$ cat src/rtl/snes_pad_reader.sv
// snes_pad_reader
//   Host-side SNES controller scanner. Generates LATCH/CLOCK toward the pad,
//   shifts in 16 serial bits and publishes them active-low in native pad order.
//   Optional build macro: SNES_PAD_MATCH_EN -- publish only after two
//   consecutive identical scans (debounce against contact bounce / noise).
//
//   state | meaning
//   ------+-----------------------------------------------------------
//   IDLE  | latch low, clock high, waiting for a pending poll request
//   LATCH | latch high for 2*HALF_CYC cycles, pad captures its buttons
//   HIGH  | clock high for HALF_CYC cycles, data sampled on last cycle
//   LOW   | clock low for HALF_CYC cycles, pad shifts on the next rise
//   DONE  | single cycle, result handed to the publish register

module snes_pad_reader #(
   parameter int CLK_HZ  = 21477300,
   parameter int POLL_HZ = 60
) (
   input  logic        clk,
   input  logic        reset,
   input  logic        enable,
   input  logic        pad_data,
   output logic        pad_latch,
   output logic        pad_clk,
   output logic [15:0] buttons,
   output logic        valid,
   output logic        busy
);

   localparam int HALF_CYC = (CLK_HZ / 1000) * 6 / 1000;
   localparam int POLL_CYC = CLK_HZ / POLL_HZ;
   localparam int TMR_W    = $clog2(2 * HALF_CYC);
   localparam int POLL_W   = $clog2(POLL_CYC);

   localparam logic [TMR_W-1:0]  LATCH_LOAD = TMR_W'(2 * HALF_CYC - 1);
   localparam logic [TMR_W-1:0]  HALF_LOAD  = TMR_W'(HALF_CYC - 1);
   localparam logic [TMR_W-1:0]  TMR_ONE    = TMR_W'(1);
   localparam logic [POLL_W-1:0] POLL_LAST  = POLL_W'(POLL_CYC - 1);
   localparam logic [POLL_W-1:0] POLL_ONE   = POLL_W'(1);

   typedef enum logic [2:0] {
      S_IDLE  = 3'd0,
      S_LATCH = 3'd1,
      S_HIGH  = 3'd2,
      S_LOW   = 3'd3,
      S_DONE  = 3'd4
   } state_t;

   state_t              state, state_nxt;
   logic [TMR_W-1:0]    tmr, tmr_nxt;
   logic [3:0]          bit_idx, bit_nxt;
   logic [15:0]         shreg;
   logic [POLL_W-1:0]   poll_cnt;
   logic                pending;
   logic                poll_wrap;
   logic                take_pending;
   logic                shift_en;
   logic                publish;
   logic                latch_nxt;
   logic                clk_nxt;
   logic                busy_nxt;
   logic                data_meta;
   logic                data_sync;

   assign poll_wrap = enable && (poll_cnt == POLL_LAST);

   // Bring the asynchronous pad data into the clk domain.
   always_ff @(posedge clk or posedge reset) begin
      if (reset) begin
         data_meta <= 1'b1;
         data_sync <= 1'b1;
      end else begin
         data_meta <= pad_data;
         data_sync <= data_meta;
      end
   end

   // Free-running poll interval; parked at zero whenever scanning is disabled.
   always_ff @(posedge clk or posedge reset) begin
      if (reset) begin
         poll_cnt <= '0;
      end else if (!enable) begin
         poll_cnt <= '0;
      end else if (poll_wrap) begin
         poll_cnt <= '0;
      end else begin
         poll_cnt <= poll_cnt + POLL_ONE;
      end
   end

   // Scan request flag; wraps during a scan collapse into one request, a
   // fresh wrap wins over the consume so no interval is ever lost.
   always_ff @(posedge clk or posedge reset) begin
      if (reset) begin
         pending <= 1'b0;
      end else if (!enable) begin
         pending <= 1'b0;
      end else if (poll_wrap) begin
         pending <= 1'b1;
      end else if (take_pending) begin
         pending <= 1'b0;
      end
   end

   // FSM state, phase timer and bit index registers.
   always_ff @(posedge clk or posedge reset) begin
      if (reset) begin
         state   <= S_IDLE;
         tmr     <= '0;
         bit_idx <= '0;
      end else begin
         state   <= state_nxt;
         tmr     <= tmr_nxt;
         bit_idx <= bit_nxt;
      end
   end

   // Next-state logic; pad-facing outputs are decoded from the next state so
   // they come straight out of flops and cannot glitch.
   always_comb begin
      state_nxt    = state;
      tmr_nxt      = tmr;
      bit_nxt      = bit_idx;
      take_pending = 1'b0;
      shift_en     = 1'b0;
      publish      = 1'b0;
      case (state)
         S_IDLE: begin
            if (pending) begin
               state_nxt    = S_LATCH;
               tmr_nxt      = LATCH_LOAD;
               take_pending = 1'b1;
            end
         end
         S_LATCH: begin
            if (tmr == '0) begin
               state_nxt = S_HIGH;
               tmr_nxt   = HALF_LOAD;
               bit_nxt   = 4'd0;
            end else begin
               tmr_nxt = tmr - TMR_ONE;
            end
         end
         S_HIGH: begin
            if (tmr == '0) begin
               shift_en  = 1'b1;
               state_nxt = S_LOW;
               tmr_nxt   = HALF_LOAD;
            end else begin
               tmr_nxt = tmr - TMR_ONE;
            end
         end
         S_LOW: begin
            if (tmr == '0) begin
               if (bit_idx == 4'd15) begin
                  state_nxt = S_DONE;
               end else begin
                  state_nxt = S_HIGH;
                  tmr_nxt   = HALF_LOAD;
                  bit_nxt   = bit_idx + 4'd1;
               end
            end else begin
               tmr_nxt = tmr - TMR_ONE;
            end
         end
         S_DONE: begin
            publish   = 1'b1;
            state_nxt = S_IDLE;
         end
         default: begin
            state_nxt = S_IDLE;
         end
      endcase
      latch_nxt = (state_nxt == S_LATCH);
      clk_nxt   = (state_nxt != S_LOW);
      busy_nxt  = (state_nxt != S_IDLE);
   end

   // Registered pad-facing strobes and scan-in-progress flag.
   always_ff @(posedge clk or posedge reset) begin
      if (reset) begin
         pad_latch <= 1'b0;
         pad_clk   <= 1'b1;
         busy      <= 1'b0;
      end else begin
         pad_latch <= latch_nxt;
         pad_clk   <= clk_nxt;
         busy      <= busy_nxt;
      end
   end

   // First bit out of the pad ends up in bit 0 after sixteen shifts.
   always_ff @(posedge clk or posedge reset) begin
      if (reset) begin
         shreg <= '1;
      end else if (shift_en) begin
         shreg <= {data_sync, shreg[15:1]};
      end
   end

`ifdef SNES_PAD_MATCH_EN
   logic [15:0] prev;

   // Publish only when two back-to-back scans agree.
   always_ff @(posedge clk or posedge reset) begin
      if (reset) begin
         prev    <= '1;
         buttons <= '1;
         valid   <= 1'b0;
      end else begin
         valid <= 1'b0;
         if (publish) begin
            prev <= shreg;
            if (shreg == prev) begin
               buttons <= shreg;
               valid   <= 1'b1;
            end
         end
      end
   end
`else
   // Every completed scan is published with a one-cycle valid strobe.
   always_ff @(posedge clk or posedge reset) begin
      if (reset) begin
         buttons <= '1;
         valid   <= 1'b0;
      end else begin
         valid <= 1'b0;
         if (publish) begin
            buttons <= shreg;
            valid   <= 1'b1;
         end
      end
   end
`endif

endmodule

$ cat config.mk
export PLATFORM = sky130hd
export DESIGN_NAME = snes_pad_reader
export DESIGN_NICKNAME = d
export VERILOG_FILES = /design/src/rtl/snes_pad_reader.sv
export SDC_FILE = /design/constraint.sdc
export NUM_CORES = 1
export LEC_CHECK = 0
export CORE_UTILIZATION = 55
export DETAILED_ROUTE_END_ITERATION = 10
export DONT_BUFFER_PORTS = 1
export PLACE_DENSITY = 0.69
export SYNTH_ARGS = -nofsm -noshare
export SYNTH_HDL_FRONTEND = slang
export SYNTH_SLANG_ARGS = --single-unit
$ cat constraint.sdc
create_clock -name clk -period 2.75 [get_ports clk]
set_input_delay 0.4125 -clock clk [delete_from_list [all_inputs] [get_ports clk]]
set_output_delay 0.4125 -clock clk [all_outputs]
set_load 0.01 [all_outputs]
==> flow_metrics.env <==
export IMPL_status="finished clean"
export IMPL_globalRoute_totalOverflow=0
export IMPL_wirelength_um=5250
export IMPL_worstSetupPathType="flop to flop"
export IMPL_slew_violations=0
export IMPL_pre_cts_ws_ns=0.299
export IMPL_r2r_end="shreg[3]"
export IMPL_dr_first_iter_drc_count=92
export IMPL_io_pin_count=24
export IMPL_diodes=0
export IMPL_setup_slack_ns=0.274
export IMPL_wl_met3_um=204
export IMPL_start_util=0.584
export IMPL_ys_seq_area_frac=0.567
export IMPL_htreeDepth=3
export IMPL_row_count=27
export IMPL_r2r_slack_ns=0.27
export IMPL_nFillCells=436
export IMPL_grt_usage=0.193
export IMPL_drt_met1_wl_um=2620
export IMPL_grt_pass1_vias=1939
export IMPL_yosysWarnings=0
export IMPL_post_synth_top_count_cell="dfrtp_1"
export IMPL_synth_top_area_frac=0.288
export IMPL_synthArstFlopShare=1.00
export IMPL_rsz0062_at_grt="no"
export IMPL_die_w_um=79.4
export IMPL_max_slew_margin=0.429
export IMPL_portBuffers=0
export IMPL_cts_buffers=9
export IMPL_synth_common_cells="dfrtp_1, dfstp_2, mux2_2"
export IMPL_startpoint="tmr[0]"
export IMPL_crit_end="shreg[3]"
export IMPL_die_height_um=79.4
export IMPL_power_mw=2.08
export IMPL_synth_edf_count=0
export IMPL_min_period_over_period=0.900
export IMPL_cts_root_buf="clkbuf_8"
export IMPL_synth_top_cell_by_area="dfrtp_1"
export IMPL_period_minus_slack_ns=2.48
export IMPL_critPathCaptureType="flop"
export IMPL_numClockSinks=73
export IMPL_grt_first_pass_wirelength_um=9110
export IMPL_layout_nets=284
export IMPL_ys_seq_elements=73
export IMPL_r2r_cells=7
export IMPL_syn_nets=277
export IMPL_worstPathArrival_ns=2.74
export IMPL_cts_hold_buffers=0
export IMPL_yosysUniqueCellTypes=48
export IMPL_drtAntennaViolNets=0
export IMPL_grt_max_degree=74
export IMPL_postSynthAreaPerCell_um2=12.3
export IMPL_cts_setup_buffers=0
export IMPL_maxCapViolations=0
export IMPL_ys_flop_type="dfrtp_1"
export IMPL_fin_tns_setup_ns=0
export IMPL_wl_met2_um=2340
export IMPL_via_per_inst=5.64
export IMPL_wire_per_inst_um=14.9
export IMPL_num_vias=1990
export IMPL_slowest_delay_ns=0.52
export IMPL_critPathLaunchType="flop"
export IMPL_antenna_found_initial=0
export IMPL_synthTopCellsByArea="dfrtp_1, dfstp_2, mux2_2, mux2_4, nor2_1"
export IMPL_cts_resized=0
export IMPL_cp_required_ns=3.01
export IMPL_drive_above_1_share=0.345
export IMPL_ir_drop_mv=0.299
export IMPL_syn_area_mm2=0.00330
export IMPL_path_cells="inv_1 > ha_1 > or3b_2 > nor2_4 > or4b_1 > buf_4 > mux2_4"
export IMPL_clock_fmax_mhz=404
export IMPL_r2r_start="tmr[0]"
export IMPL_hpwlAfterDp_um=3490
export IMPL_drc_errors=0
export IMPL_core_area_mm2=0.00564
export IMPL_postLayoutCoreUtil=0.640
export IMPL_dieArea_mm2=0.00631
export IMPL_power_density_mw_per_mm2=577
export IMPL_setup_viol=0
export IMPL_clockBufferDepth=2
export IMPL_leakage_nw=1.57
export IMPL_gp_congestion=0.835
export IMPL_finClkSkew_ns=0.00806
export IMPL_hold_viol_final=0
export IMPL_worst_slew_pin_transition_ns=0.856
export IMPL_first_pass_iters=4
export IMPL_clock_latency_ns=0.34
export IMPL_highest_layer="met4"
export IMPL_clkTransAtPathRegs_ns=0.07
export IMPL_slowest_stage="or3b_2"
export IMPL_path_max_fanout=16
export IMPL_cts_tree="yes"
export IMPL_syn_inst=269
export IMPL_syn_to_final_growth_pct=9.45
export IMPL_hold_path_class="input port to flop"
==> worst min-delay path by stage <==
stage | from | end | slack [ns] | depth (start not counted)
floorplan | data_meta | data_sync | 0.35 | 0
global route | pad_data | data_meta | 0.05 | 0
global placement | data_meta | data_sync | 0.35 | 0
finish | pad_data | data_meta | 0.07 | 0
CTS | pad_data | data_meta | 0.05 | 0
detailed placement | data_meta | data_sync | 0.35 | 0
==> power by group <==
part	total [mW]	switching [mW]	internal, mW	leakage, nW
Combinational	0.0347	0.0268	0.00785	0.560
Clock	0.962	0.390	0.572	0.120
Sequential	1.09	0.00424	1.08	0.890
==> area by class of cell <==
cell class | instances | area, µm² | share of cell area
clock buffers | 11 | 153 | 0.0423
clock inverters | 5 | 83.8 | 0.0232
inverters | 9 | 33.8 | 0.00936
multi-input cells | 178 | 1340 | 0.371
flip-flops and latches | 73 | 1870 | 0.518
well taps | 72 | 90.1 | 0.0250
repair buffers | 5 | 37.5 | 0.0104
==> sequential cells by signal, summed over array words and instances, names as in the netlist, 3 cells and up <==
signal and flops:
shreg 16, tmr 8, poll_cnt 19, bit_idx 4, buttons 16, state 3
==> critical path, delay by kind of cell, from the launching register on <==
| family | cells | cell delay (ns) |
|---|---|---|
| fa+ha+maj | 1 | 0.21 |
| buf+inv | 2 | 0.32 |
| flops | 1 | 0.38 |
| mux | 1 | 0.32 |
| simple gates | 3 | 1.17 |
==> through the flow <==
stage               instance area, µm²  hold slack [ns]  std cells
floorplan                         3300            0.345        269
global placement                  3370            0.347        337
detailed placement                3370            0.347        337
CTS                               3610           0.0488        353
global route                      3610           0.0457        353
finish                            3610           0.0675        353
==> kinds of logic after synthesis <==
| kind of cell | Yosys count | share of synthesized area |
|---|---|---|
| and+or+nand+nor | 88 | 0.153 |
| DFF | 73 | 0.567 |
| AOI/OAI and AO/OA | 38 | 0.0721 |
| muxes | 35 | 0.131 |
| buffers and inverters | 18 | 0.0277 |
| xor gates and xnor gates | 13 | 0.0345 |
| adders and majority gates | 4 | 0.0152 |
==> layer usage <==
layer,global-route usage,vias to the layer above
li1,-,994
met1,0.262,962
met2,0.283,28
met3,0.0446,6
met4,0.109,0
met5,0,-
==> cell usage in the layout, fill, tap and decap left out, types with 5 or more instances in the layout <==
master	count
inv_1	8
nand4_1	9
xnor2_1	5
nand3_1	8
nand2_1	9
o21ai_0	10
dfrtp_1	38
or3_1	7
mux2_4	10
mux2_2	24
and3_1	5
buf_4	5
dfstp_2	35
xor2_1	8
and4_1	5
nor2_1	19
a21oi_1	14
clkbuf_8	9
nor3_1	7
nor4_1	5
Note: power is estimated with default switching activity, not from simulation.
